===== src/rtl/branch_resolver_pkg.sv =====
// ---------------------------------------------------------------------------
// branch_pkg
// Shared definitions for the RV32 branch-resolution stage.
//   branch_funct3_t  : encodings of the conditional-branch funct3 field
//   PC_STEP_DEFAULT  : sequential PC increment (one 32-bit instruction)
//   is_legal_branch  : 1 when funct3 names a defined conditional branch
// ---------------------------------------------------------------------------
package branch_pkg;

  typedef enum logic [2:0] {
    BEQ  = 3'b000,
    BNE  = 3'b001,
    BLT  = 3'b100,
    BGE  = 3'b101,
    BLTU = 3'b110,
    BGEU = 3'b111
  } branch_funct3_t;

  localparam int PC_STEP_DEFAULT = 4;

  // 010 and 011 are the only undefined encodings in the branch opcode space.
  function automatic logic is_legal_branch(input logic [2:0] funct3);
    return (funct3[2:1] != 2'b01);
  endfunction

endpackage


===== src/rtl/branch_resolver_if.sv =====
// ---------------------------------------------------------------------------
// branch_resolver_if
// Request/result bus of the branch resolver.
//   master : upstream issue + fetch/PC-select consumer side (drives requests,
//            out_ready and flush)
//   slave  : the resolver itself
// Request : in_valid/in_ready handshake, in_funct3, in_a, in_b, in_pc, in_imm
// Result  : out_valid/out_ready handshake, out_taken, out_target,
//           out_next_pc, out_illegal, out_misaligned
// Control : flush (synchronous kill of the held result)
// ---------------------------------------------------------------------------
interface branch_resolver_if #(
  parameter int N = 32
);
  logic         flush;
  logic         in_valid;
  logic         in_ready;
  logic [2:0]   in_funct3;
  logic [N-1:0] in_a;
  logic [N-1:0] in_b;
  logic [N-1:0] in_pc;
  logic [N-1:0] in_imm;
  logic         out_valid;
  logic         out_ready;
  logic         out_taken;
  logic [N-1:0] out_target;
  logic [N-1:0] out_next_pc;
  logic         out_illegal;
  logic         out_misaligned;

  modport master (
    output flush, in_valid, in_funct3, in_a, in_b, in_pc, in_imm, out_ready,
    input  in_ready, out_valid, out_taken, out_target, out_next_pc,
           out_illegal, out_misaligned
  );

  modport slave (
    input  flush, in_valid, in_funct3, in_a, in_b, in_pc, in_imm, out_ready,
    output in_ready, out_valid, out_taken, out_target, out_next_pc,
           out_illegal, out_misaligned
  );
endinterface


===== src/rtl/branch_resolver_cond_eval.sv =====
// ---------------------------------------------------------------------------
// branch_cond_eval
// Purely combinational branch-condition evaluator.
//   funct3  : branch type
//   a, b    : rs1 / rs2 operands (N bits)
//   taken   : branch condition holds (always 0 for undefined funct3)
//   illegal : funct3 is not a defined conditional branch
// ---------------------------------------------------------------------------
module branch_cond_eval
  import branch_pkg::*;
#(
  parameter int N = 32
) (
  input  logic [2:0]   funct3,
  input  logic [N-1:0] a,
  input  logic [N-1:0] b,
  output logic         taken,
  output logic         illegal
);

  logic eq;
  logic lt;
  logic ltu;

  assign eq  = (a == b);
  assign lt  = ($signed(a) < $signed(b));
  assign ltu = (a < b);

  always_comb begin
    taken = 1'b0;
    case (branch_funct3_t'(funct3))
      BEQ:     taken = eq;
      BNE:     taken = !eq;
      BLT:     taken = lt;
      BGE:     taken = !lt;
      BLTU:    taken = ltu;
      BGEU:    taken = !ltu;
      default: taken = 1'b0;
    endcase
  end

  assign illegal = !is_legal_branch(funct3);

endmodule


===== src/rtl/branch_resolver.sv =====
// ---------------------------------------------------------------------------
// branch_resolver
// Resolves one RV32 conditional branch per handshake and holds the result in a
// single-entry output register with backpressure and flush.
//   clk            : clock, rising edge
//   rst            : asynchronous active-low reset
//   bus (slave)    : request/result bus, see branch_resolver_if
//   stat_resolved  : (BRANCH_RESOLVER_STATS_EN only) saturating count of
//                    drained results
//   stat_taken     : (BRANCH_RESOLVER_STATS_EN only) saturating count of
//                    drained taken results
// Optional feature macro: BRANCH_RESOLVER_STATS_EN
// ---------------------------------------------------------------------------
module branch_resolver
  import branch_pkg::*;
#(
  parameter int N       = 32,
  parameter int PC_STEP = PC_STEP_DEFAULT
) (
  input  logic        clk,
  input  logic        rst,
  branch_resolver_if.slave bus
`ifdef BRANCH_RESOLVER_STATS_EN
  ,
  output logic [31:0] stat_resolved,
  output logic [31:0] stat_taken
`endif
);

  logic         cond_taken;
  logic         cond_illegal;
  logic [N-1:0] target_next;
  logic [N-1:0] seq_pc_next;
  logic [N-1:0] next_pc_next;
  logic         misaligned_next;
  logic         accept;
  logic         drain;

  logic         out_valid_reg;
  logic         out_taken_reg;
  logic         out_illegal_reg;
  logic         out_misaligned_reg;
  logic [N-1:0] out_target_reg;
  logic [N-1:0] out_next_pc_reg;

  branch_cond_eval #(.N(N)) u_cond (
    .funct3  (bus.in_funct3),
    .a       (bus.in_a),
    .b       (bus.in_b),
    .taken   (cond_taken),
    .illegal (cond_illegal)
  );

  // All adds are N-bit and wrap.
  assign target_next     = bus.in_pc + bus.in_imm;
  assign seq_pc_next     = bus.in_pc + N'(PC_STEP);
  assign next_pc_next    = cond_taken ? target_next : seq_pc_next;
  // Only a taken branch can fault on alignment; illegal encodings never take.
  assign misaligned_next = cond_taken && (target_next[1:0] != 2'b00);

  assign bus.in_ready = !out_valid_reg || bus.out_ready;
  assign accept       = bus.in_valid && bus.in_ready && !bus.flush;
  assign drain        = out_valid_reg && bus.out_ready && !bus.flush;

  always_ff @(posedge clk or negedge rst) begin
    if (!rst) begin
      out_valid_reg      <= 1'b0;
      out_taken_reg      <= 1'b0;
      out_illegal_reg    <= 1'b0;
      out_misaligned_reg <= 1'b0;
      out_target_reg     <= '0;
      out_next_pc_reg    <= '0;
    end else begin
      // Flush wins over everything; data fields are left stale on purpose.
      if (bus.flush) begin
        out_valid_reg <= 1'b0;
      end else if (accept) begin
        out_valid_reg      <= 1'b1;
        out_taken_reg      <= cond_taken;
        out_illegal_reg    <= cond_illegal;
        out_misaligned_reg <= misaligned_next;
        out_target_reg     <= target_next;
        out_next_pc_reg    <= next_pc_next;
      end else if (drain) begin
        out_valid_reg <= 1'b0;
      end
    end
  end

  assign bus.out_valid      = out_valid_reg;
  assign bus.out_taken      = out_taken_reg;
  assign bus.out_illegal    = out_illegal_reg;
  assign bus.out_misaligned = out_misaligned_reg;
  assign bus.out_target     = out_target_reg;
  assign bus.out_next_pc    = out_next_pc_reg;

`ifdef BRANCH_RESOLVER_STATS_EN
  logic [31:0] stat_resolved_reg;
  logic [31:0] stat_taken_reg;

  always_ff @(posedge clk or negedge rst) begin
    if (!rst) begin
      stat_resolved_reg <= '0;
      stat_taken_reg    <= '0;
    end else if (drain) begin
      if (stat_resolved_reg != 32'hFFFF_FFFF) begin
        stat_resolved_reg <= stat_resolved_reg + 32'd1;
      end
      if (out_taken_reg && (stat_taken_reg != 32'hFFFF_FFFF)) begin
        stat_taken_reg <= stat_taken_reg + 32'd1;
      end
    end
  end

  assign stat_resolved = stat_resolved_reg;
  assign stat_taken    = stat_taken_reg;
`endif

endmodule


===== src/flat_wrapper.sv =====
// flat-port wrapper written by rule: the top's interface ports become plain ports
module branch_resolver_flat import branch_pkg::*;
#(
  parameter int N       = 32,
  parameter int PC_STEP = PC_STEP_DEFAULT
)
  (clk, rst, bus_flush, bus_in_valid, bus_in_funct3, bus_in_a, bus_in_b, bus_in_pc, bus_in_imm, bus_out_ready, bus_in_ready, bus_out_valid, bus_out_taken, bus_out_target, bus_out_next_pc, bus_out_illegal, bus_out_misaligned);
  branch_resolver_if #(.N(N)) bus_i ();
  input  logic clk;
  input  logic rst;
  input wire logic [$bits(bus_i.flush)-1:0] bus_flush;
  input wire logic [$bits(bus_i.in_valid)-1:0] bus_in_valid;
  input wire logic [$bits(bus_i.in_funct3)-1:0] bus_in_funct3;
  input wire logic [$bits(bus_i.in_a)-1:0] bus_in_a;
  input wire logic [$bits(bus_i.in_b)-1:0] bus_in_b;
  input wire logic [$bits(bus_i.in_pc)-1:0] bus_in_pc;
  input wire logic [$bits(bus_i.in_imm)-1:0] bus_in_imm;
  input wire logic [$bits(bus_i.out_ready)-1:0] bus_out_ready;
  output wire logic [$bits(bus_i.in_ready)-1:0] bus_in_ready;
  output wire logic [$bits(bus_i.out_valid)-1:0] bus_out_valid;
  output wire logic [$bits(bus_i.out_taken)-1:0] bus_out_taken;
  output wire logic [$bits(bus_i.out_target)-1:0] bus_out_target;
  output wire logic [$bits(bus_i.out_next_pc)-1:0] bus_out_next_pc;
  output wire logic [$bits(bus_i.out_illegal)-1:0] bus_out_illegal;
  output wire logic [$bits(bus_i.out_misaligned)-1:0] bus_out_misaligned;
  assign bus_i.flush = bus_flush;
  assign bus_i.in_valid = bus_in_valid;
  assign bus_i.in_funct3 = bus_in_funct3;
  assign bus_i.in_a = bus_in_a;
  assign bus_i.in_b = bus_in_b;
  assign bus_i.in_pc = bus_in_pc;
  assign bus_i.in_imm = bus_in_imm;
  assign bus_i.out_ready = bus_out_ready;
  assign bus_in_ready = bus_i.in_ready;
  assign bus_out_valid = bus_i.out_valid;
  assign bus_out_taken = bus_i.out_taken;
  assign bus_out_target = bus_i.out_target;
  assign bus_out_next_pc = bus_i.out_next_pc;
  assign bus_out_illegal = bus_i.out_illegal;
  assign bus_out_misaligned = bus_i.out_misaligned;
  branch_resolver #(.N(N), .PC_STEP(PC_STEP)) u_core (.clk(clk), .rst(rst), .bus(bus_i));
endmodule

===== config.mk =====
export PLATFORM = sky130hd
export DESIGN_NAME = branch_resolver_flat
export DESIGN_NICKNAME = d
export VERILOG_FILES = /design/src/rtl/branch_resolver_pkg.sv /design/src/rtl/branch_resolver_if.sv /design/src/rtl/branch_resolver_cond_eval.sv /design/src/rtl/branch_resolver.sv /design/src/flat_wrapper.sv
export SDC_FILE = /design/constraint.sdc
export NUM_CORES = 1
export LEC_CHECK = 0
export CAP_MARGIN = 20
export CELL_PAD_IN_SITES_DETAIL_PLACEMENT = 0
export CELL_PAD_IN_SITES_GLOBAL_PLACEMENT = 2
export CORE_ASPECT_RATIO = 1.5
export CORE_MARGIN = 8
export CORE_UTILIZATION = 26
export CTS_CLUSTER_DIAMETER = 60
export CTS_CLUSTER_SIZE = 30
export DETAILED_ROUTE_END_ITERATION = 16
export PLACE_DENSITY_LB_ADDON = 0.1
export SLEW_MARGIN = 20
export SYNTH_ARGS = -nofsm -noshare
export SYNTH_HDL_FRONTEND = slang
export SYNTH_HIERARCHICAL = 1
export SYNTH_SLANG_ARGS = --single-unit

===== constraint.sdc =====
create_clock -name clk -period 2.1 [get_ports clk]
set_input_delay 0.42 -clock clk [delete_from_list [all_inputs] [get_ports clk]]
set_output_delay 0.42 -clock clk [all_outputs]
set_load 0.02 [all_outputs]

Word level (Yosys, flattened, before mapping)
Index checks and enable logic that the tools add are counted.
Cells by class
  equal/unequal tests: 7
  order comparisons: 2
  multipliers: 0
  reduce and logical (&&, ||, !) cells: 16
  add/subtract/negate cells: 2
  bitwise logic cells: 1
  muxes and demuxes: 5
  shift operators: 0
  divide/modulo/power cells: 0
Operators by type and width (count)
  32-bit < comparator: 2
  32-bit by 3-bit adder with 32-bit output (second input constant): 1
  32-bit adder: 1
  32-bit == test: 1
  32-bit 2-to-1 mux: 1
  3-bit == test (second input constant): 4
  1-bit zero test: 6
  1-bit one-hot mux with 6 select lines: 1
  1-bit logical AND: 5
  3-bit by 1-bit == test with 1-bit output (second input constant): 1
  3-bit zero test: 1
  1-bit 2-to-1 mux: 3
  3-bit nonzero test: 1
  2-bit by 1-bit inequality test with 1-bit output (second input constant): 1
  2-bit AND reduction: 1
  2-bit nonzero test: 1
  1-bit logical OR: 1
  1-bit NOT: 1
Storage, ports and cells
  logic and storage cells: 39
  output and inout bits: 69
  bits of input ports: 136
  bits in read-only memories: 0
  bits in registers: 68
  latch bits: 0
  bits in writable memories: 0
  memories: 0

Depth between registers and ports, before layout
  word-level depth: 6
  gate-level depth with buffers: 13

By module
The synthesis kept the hierarchy.
Modules (own cells, without submodules)
  branch_resolver: cells each 555, area each 4814.6 um2, times used 1
  branch_cond_eval: cells each 121, area each 870.8 um2, times used 1

Least setup slack after synthesis
No wires, ideal clock.
  kind: input to register
  from: input bus_in_pc[0]
  to: register u_core.out_next_pc_reg[30] (netlist: u_core/bus.out_next_pc[30])
  cell stages on the path: 10
  path slack: -0.686 ns
  data required time: 1.974 ns
  arrival time: 2.660 ns
  path buffers: 0
  library setup time: 0.126 ns
  cell sequence: ha_1 > fa_1 > a21o_2 > a221oi_4 > a2111oi_2 > and4bb_1 > o21bai_2 > a211oi_2 > xnor2_1 > a221o_1
Between the ends
  word-level cells in the longest chain between the ends: 2
  elaborated cells between the ends (all ways): 3
Ends and longest elaborated chain
  start, declared: RTL line flat_wrapper.sv:16  | input wire logic [$bits(bus_i.in_pc)-1:0] bus_in_pc;
  32-bit by 3-bit adder with 32-bit output or 32-bit adder (tied branches): RTL line branch_resolver.sv:56, branch_resolver.sv:55
  32-bit 2-to-1 mux (*): RTL line branch_resolver.sv:57  | assign next_pc_next = cond_taken ? target_next : seq_pc_next;
  end signal, assigned: RTL line branch_resolver.sv:83  | out_next_pc_reg <= next_pc_next;
  end, declared: RTL line branch_resolver.sv:44  | logic [N-1:0] out_next_pc_reg;
Every way passes the cells marked *; elsewhere a longest branch is shown, timed or not.
A chain may end at the register's enable or synchronous reset.

Final worst setup path
  from: input bus_in_a[29]
  to: register u_core.out_next_pc_reg[31] (netlist: u_core/bus.out_next_pc[31])
Between the ends
  word-level cells in the longest chain between the ends: 4
  elaborated cells between the ends (all ways): 8
Ends and longest elaborated chain
  start, declared: RTL line flat_wrapper.sv:14  | input wire logic [$bits(bus_i.in_a)-1:0] bus_in_a;
  32-bit < comparator (tied with other cells): RTL line branch_resolver_cond_eval.sv:27  | assign ltu = (a < b);
  1-bit zero test, on equally long branches: RTL line branch_resolver_cond_eval.sv:37, branch_resolver_cond_eval.sv:33, branch_resolver_cond_eval.sv:35
  1-bit one-hot mux with 6 select lines (*): RTL line branch_resolver_cond_eval.sv:31  | case (branch_funct3_t'(funct3))
  net u_core.cond_taken: RTL line branch_resolver.sv:30  | logic cond_taken;
  32-bit 2-to-1 mux (*): RTL line branch_resolver.sv:57
The timed path passes the listed nets; every way through them passes the cells marked *.

==> metrics.md <==
| Metric | Value |
|---|---|
| Status | finished, violations left |
| Violated checks | negative setup slack |
| Fillcell total | slightly below 2,000 |
| Place WS | -1.37 ns |
| Die X | between 100 and 150 um |
| Synthesis Warnings | 6 |
| DP Wirelength | between 15,000 and 20,000 um |
| Max-cap check violation count | 0 |
| Antenna violations before repair | 0 |
| Total power | 7130 uW |
| Min cycle time layout | ~2.7 ns |
| Post-route worst setup slack | -0.629 ns |
| Non-Filler Instances | between 1,000 and 1,500 |
| Yosys cell types | 60 |
| CTS Sinks | 68 |
| Clk Latency, worst-skew pair | 0.35 ns |
| Type of origin of the critical path | input pin |
| Row count | 66 |
| Mean routed wirelength per cell | 18.5 um |
| Final max-slew violation count | 0 |
| CP Data Arrival Time | about 3 ns |
| Sequential share of power | between 20% and 30% |
| Largest cells by area after synthesis | dfrtp_1 30%, ha_1 14%, nand2_1 6.5% |
| Clock-pin slew on the worst setup and hold paths | roughly 0.07 ns |
| Area Overhead vs Synth | 102% |
| Synthesized Nets | 877 |
| Dpl cells | between 1,000 and 1,500 |
| R2R depth | 7 |
| Hold WC Path Type | input pin to asynchronous set/reset pin |
| Die area | ~0.027 mm2 |
| Fin util | 53.2% |
| Final setup viols | just over 50 |
| Worst vdd ir | about 0.40 mV |
| DRT Wirelength | approximately 25,000 um |
| Port buffer count | 204 |
| Worst endpoint required time | 2.38 ns |
| Crit-path cells | dlygate4sd2_1, ha_4, nand4_1, buf_4, buf_4, buf_4, o22ai_4, or4_4, a31o_4, buf_12, buf_16, nor2_4, a22oi_1, o21ai_1 |
| Gr usage total | between 10% and 20% |
| DR vias/cell | around 4.9 |
| Most used DFF post-synth | dfrtp_1 |
| Top-area cell type share of the netlist area | 29.9% |
| Normalized max-slew margin | between 50 and 60% |
| Setup Skew | approximately 0.0086 ns |
| CTS Buf Count | 9 |
| Min Hold Slack | approximately 0.015 ns |
| Starting density of the core | a little over a quarter |
| CTS tree | yes |
| Combinational power share | between 50% and 60% |
| Register area | roughly 0.0017 mm2 |
| Post-synthesis register bit count | 68 |
| Instance count of the mapped netlist | about 680 |
| Clock root buffer | clkbuf_16 |
| Clock Power Share | between 20% and 30% |
| Syn Std Cell Area | around 0.0057 mm2 |
| Top cells by count, synth | 98 x nand2_1, 68 x dfrtp_1, 67 x o21ai_0 |
| R2R Path End | u_core/bus.out_next_pc[29]$_DFFE_PN0P_ |
| Global-route wire length before repair | roughly 38,000 um |
| Sequential fraction of the synthesis area | between 20% and 30% |
| Clock H-tree levels | 3 |
| GRT overflow | 0 |
| Power Dens Cells | between 600 and 700 mW/mm2 |
| Die height | 197 um |
| Switching power | around 2700 uW |
| Post-synth EDFFs | 0 |
| RSZ-0062 raised after global routing | true |
| Crit end category | flop |
| Fin crit share | 130% |
| Final ANT Viol Nets | 0 |
| Vias in the first global route | ~7,400 |
| Maximum clock rate | 366 MHz |
| Io pins | 205 |
| Critical R2R Launch | u_core/bus.out_valid$_DFFE_PN0P_ |
| Pin count of the biggest net entering global routing | 38 |
| Routability cong. | around 0.85 |
| Leak Pwr | ~0.0050 uW |
| CP max stage delay | a little under 0.5 ns |
| Kind of critical path | input pin to flop |
| Initial DRC Count | 168 |
| Worst-margin pin slew | approximately 0.63 ns |
| Worst R2R Setup Slack | about 0.42 ns |
| Antenna cells | 0 |
| Hold Vio Cnt, Final | 0 |
| Core box area | around 0.022 mm2 |
| Worst-path fanout max | 7 |
| Count leader, synth | nand2_1 |
| Area of the multi-input gates | about 0.0054 mm2 |
| Vias | approximately 6,500 |
| Asr flop ratio synth | 100% |
| Nets | approximately 1,300 |
| Switch share | between 30% and 40% |
| Avg Inst Size Synth | roughly 8.4 um2 |
| Pre-antenna DRT Iters | 4 |
| DR DRC count | 0 |
| Deepest clock path buffer count | 2 |
| Most frequent CP cell | buf_4 |
| Internal power | ~4500 uW |
| Share of cells above drive strength 1 | 47.7% |
| Post-synth top area cell | dfrtp_1 |
| Worst path slowest cell | or4_4 |
power groups by stage:
stage	clock, uW	combinational (uW)	sequential, uW
2_1_floorplan	0	1090	2160
3_5_place_dp	0	3150	1830
5_1_grt	1700	4000	1850
6_report	1610	3720	1800
3_3_place_gp	0	3120	1820
4_1_cts	1670	3530	1810
final cells by class:
class / count / area share (%)
sequential: 68 / 14.8
tap: 272 / 2.97
clock inverter: 7 / 0.709
multi-input combinational: 545 / 47.3
clock buffer: 9 / 1.96
timing repair buffer: 393 / 30.7
inverter: 40 / 1.55
worst max path at each step:
stage,slack (ns),from,end
floorplan,-0.63,bus_in_pc[0],u_core/bus.out_next_pc[30]$_DFFE_PN0P_
global placement,-1.35,bus_in_pc[0],u_core/bus.out_next_pc[28]$_DFFE_PN0P_
detailed placement,-1.37,bus_in_pc[0],u_core/bus.out_next_pc[28]$_DFFE_PN0P_
CTS,-0.56,bus_in_b[25],u_core/bus.out_next_pc[21]$_DFFE_PN0P_
global route,-0.71,bus_in_b[21],u_core/bus.out_next_pc[31]$_DFFE_PN0P_
finish,-0.63,bus_in_a[29],u_core/bus.out_next_pc[31]$_DFFE_PN0P_
cell families (layout without fill, tap and decap cells):
| family | Yosys count | count (layout) | synth area share [%] |
|---|---|---|---|
| muxes | 15 | 15 | 2.82 |
| xor gates and xnor gates | 57 | 57 | 8.78 |
| and+or+nand+nor | 223 | 223 | 18.9 |
| buffers and inverters | 63 | 449 | 4.45 |
| adders and majority gates | 65 | 65 | 14.4 |
| DFF | 68 | 68 | 29.9 |
| AOI/OAI and AO/OA | 185 | 185 | 20.7 |
critical path, delay by kind of cell:
kind	cells	cell delay, ns
buffers and inverters	6	0.87
AND/OR/NAND/NOR	3	0.94
adder cells (fa/ha/maj)	1	0.22
AO/OA/AOI/OAI	4	0.55
metrics by stage:
step | TNS (ns) | area [um2]
6_report | -20.15 | 11500
5_1_grt | -24.57 | 11500
4_1_cts | -18.45 | 11000
3_5_place_dp | -68.27 | 9720
3_3_place_gp | -67.44 | 9720
2_1_floorplan | -16.70 | 6240
cells in the final DEF, fill, tap and decap left out, types with 7 or more instances in the layout:
cell	netlist	layout
buf_4	0	153
nand2_1	98	89
clkdlybuf4s50_1	0	88
dfrtp_1	68	68
ha_4	0	55
dlygate4sd2_1	0	38
buf_6	2	35
o21ai_1	1	34
buf_2	1	30
nor2_1	35	25
a21oi_2	1	24
xnor2_1	30	22
inv_2	0	22
xor2_1	27	21
nand4_1	17	17
nand3_1	22	15
o21ai_2	0	15
clkdlybuf4s15_1	0	14
o21ai_0	67	13
a21oi_1	46	13
inv_1	40	12
a21o_1	14	12
a21oi_4	0	10
clkbuf_16	0	9
dlymetal6s2s_1	0	9
buf_12	0	8
and4_1	8	8
clkbuf_2	0	7
mux2i_1	7	7
ha_1	64	7
what timing repair did:
action                     CTS  global route
setup endpoints to repair   61            56
buffers inserted            24            14
pin swaps                  129            97
cloned                       2             0
gates resized for setup    427           124
hold buffers                 0             0
layer usage:
metal,routed length (um),global-route usage (%),vias to the layer above
met3,1390,4.23,40
met2,13600,34.5,173
met1,8960,18.4,3120
li1,-,-,3180
met4,739,7.27,0
met5,0,0,-
(Power assumes the default switching activity.)
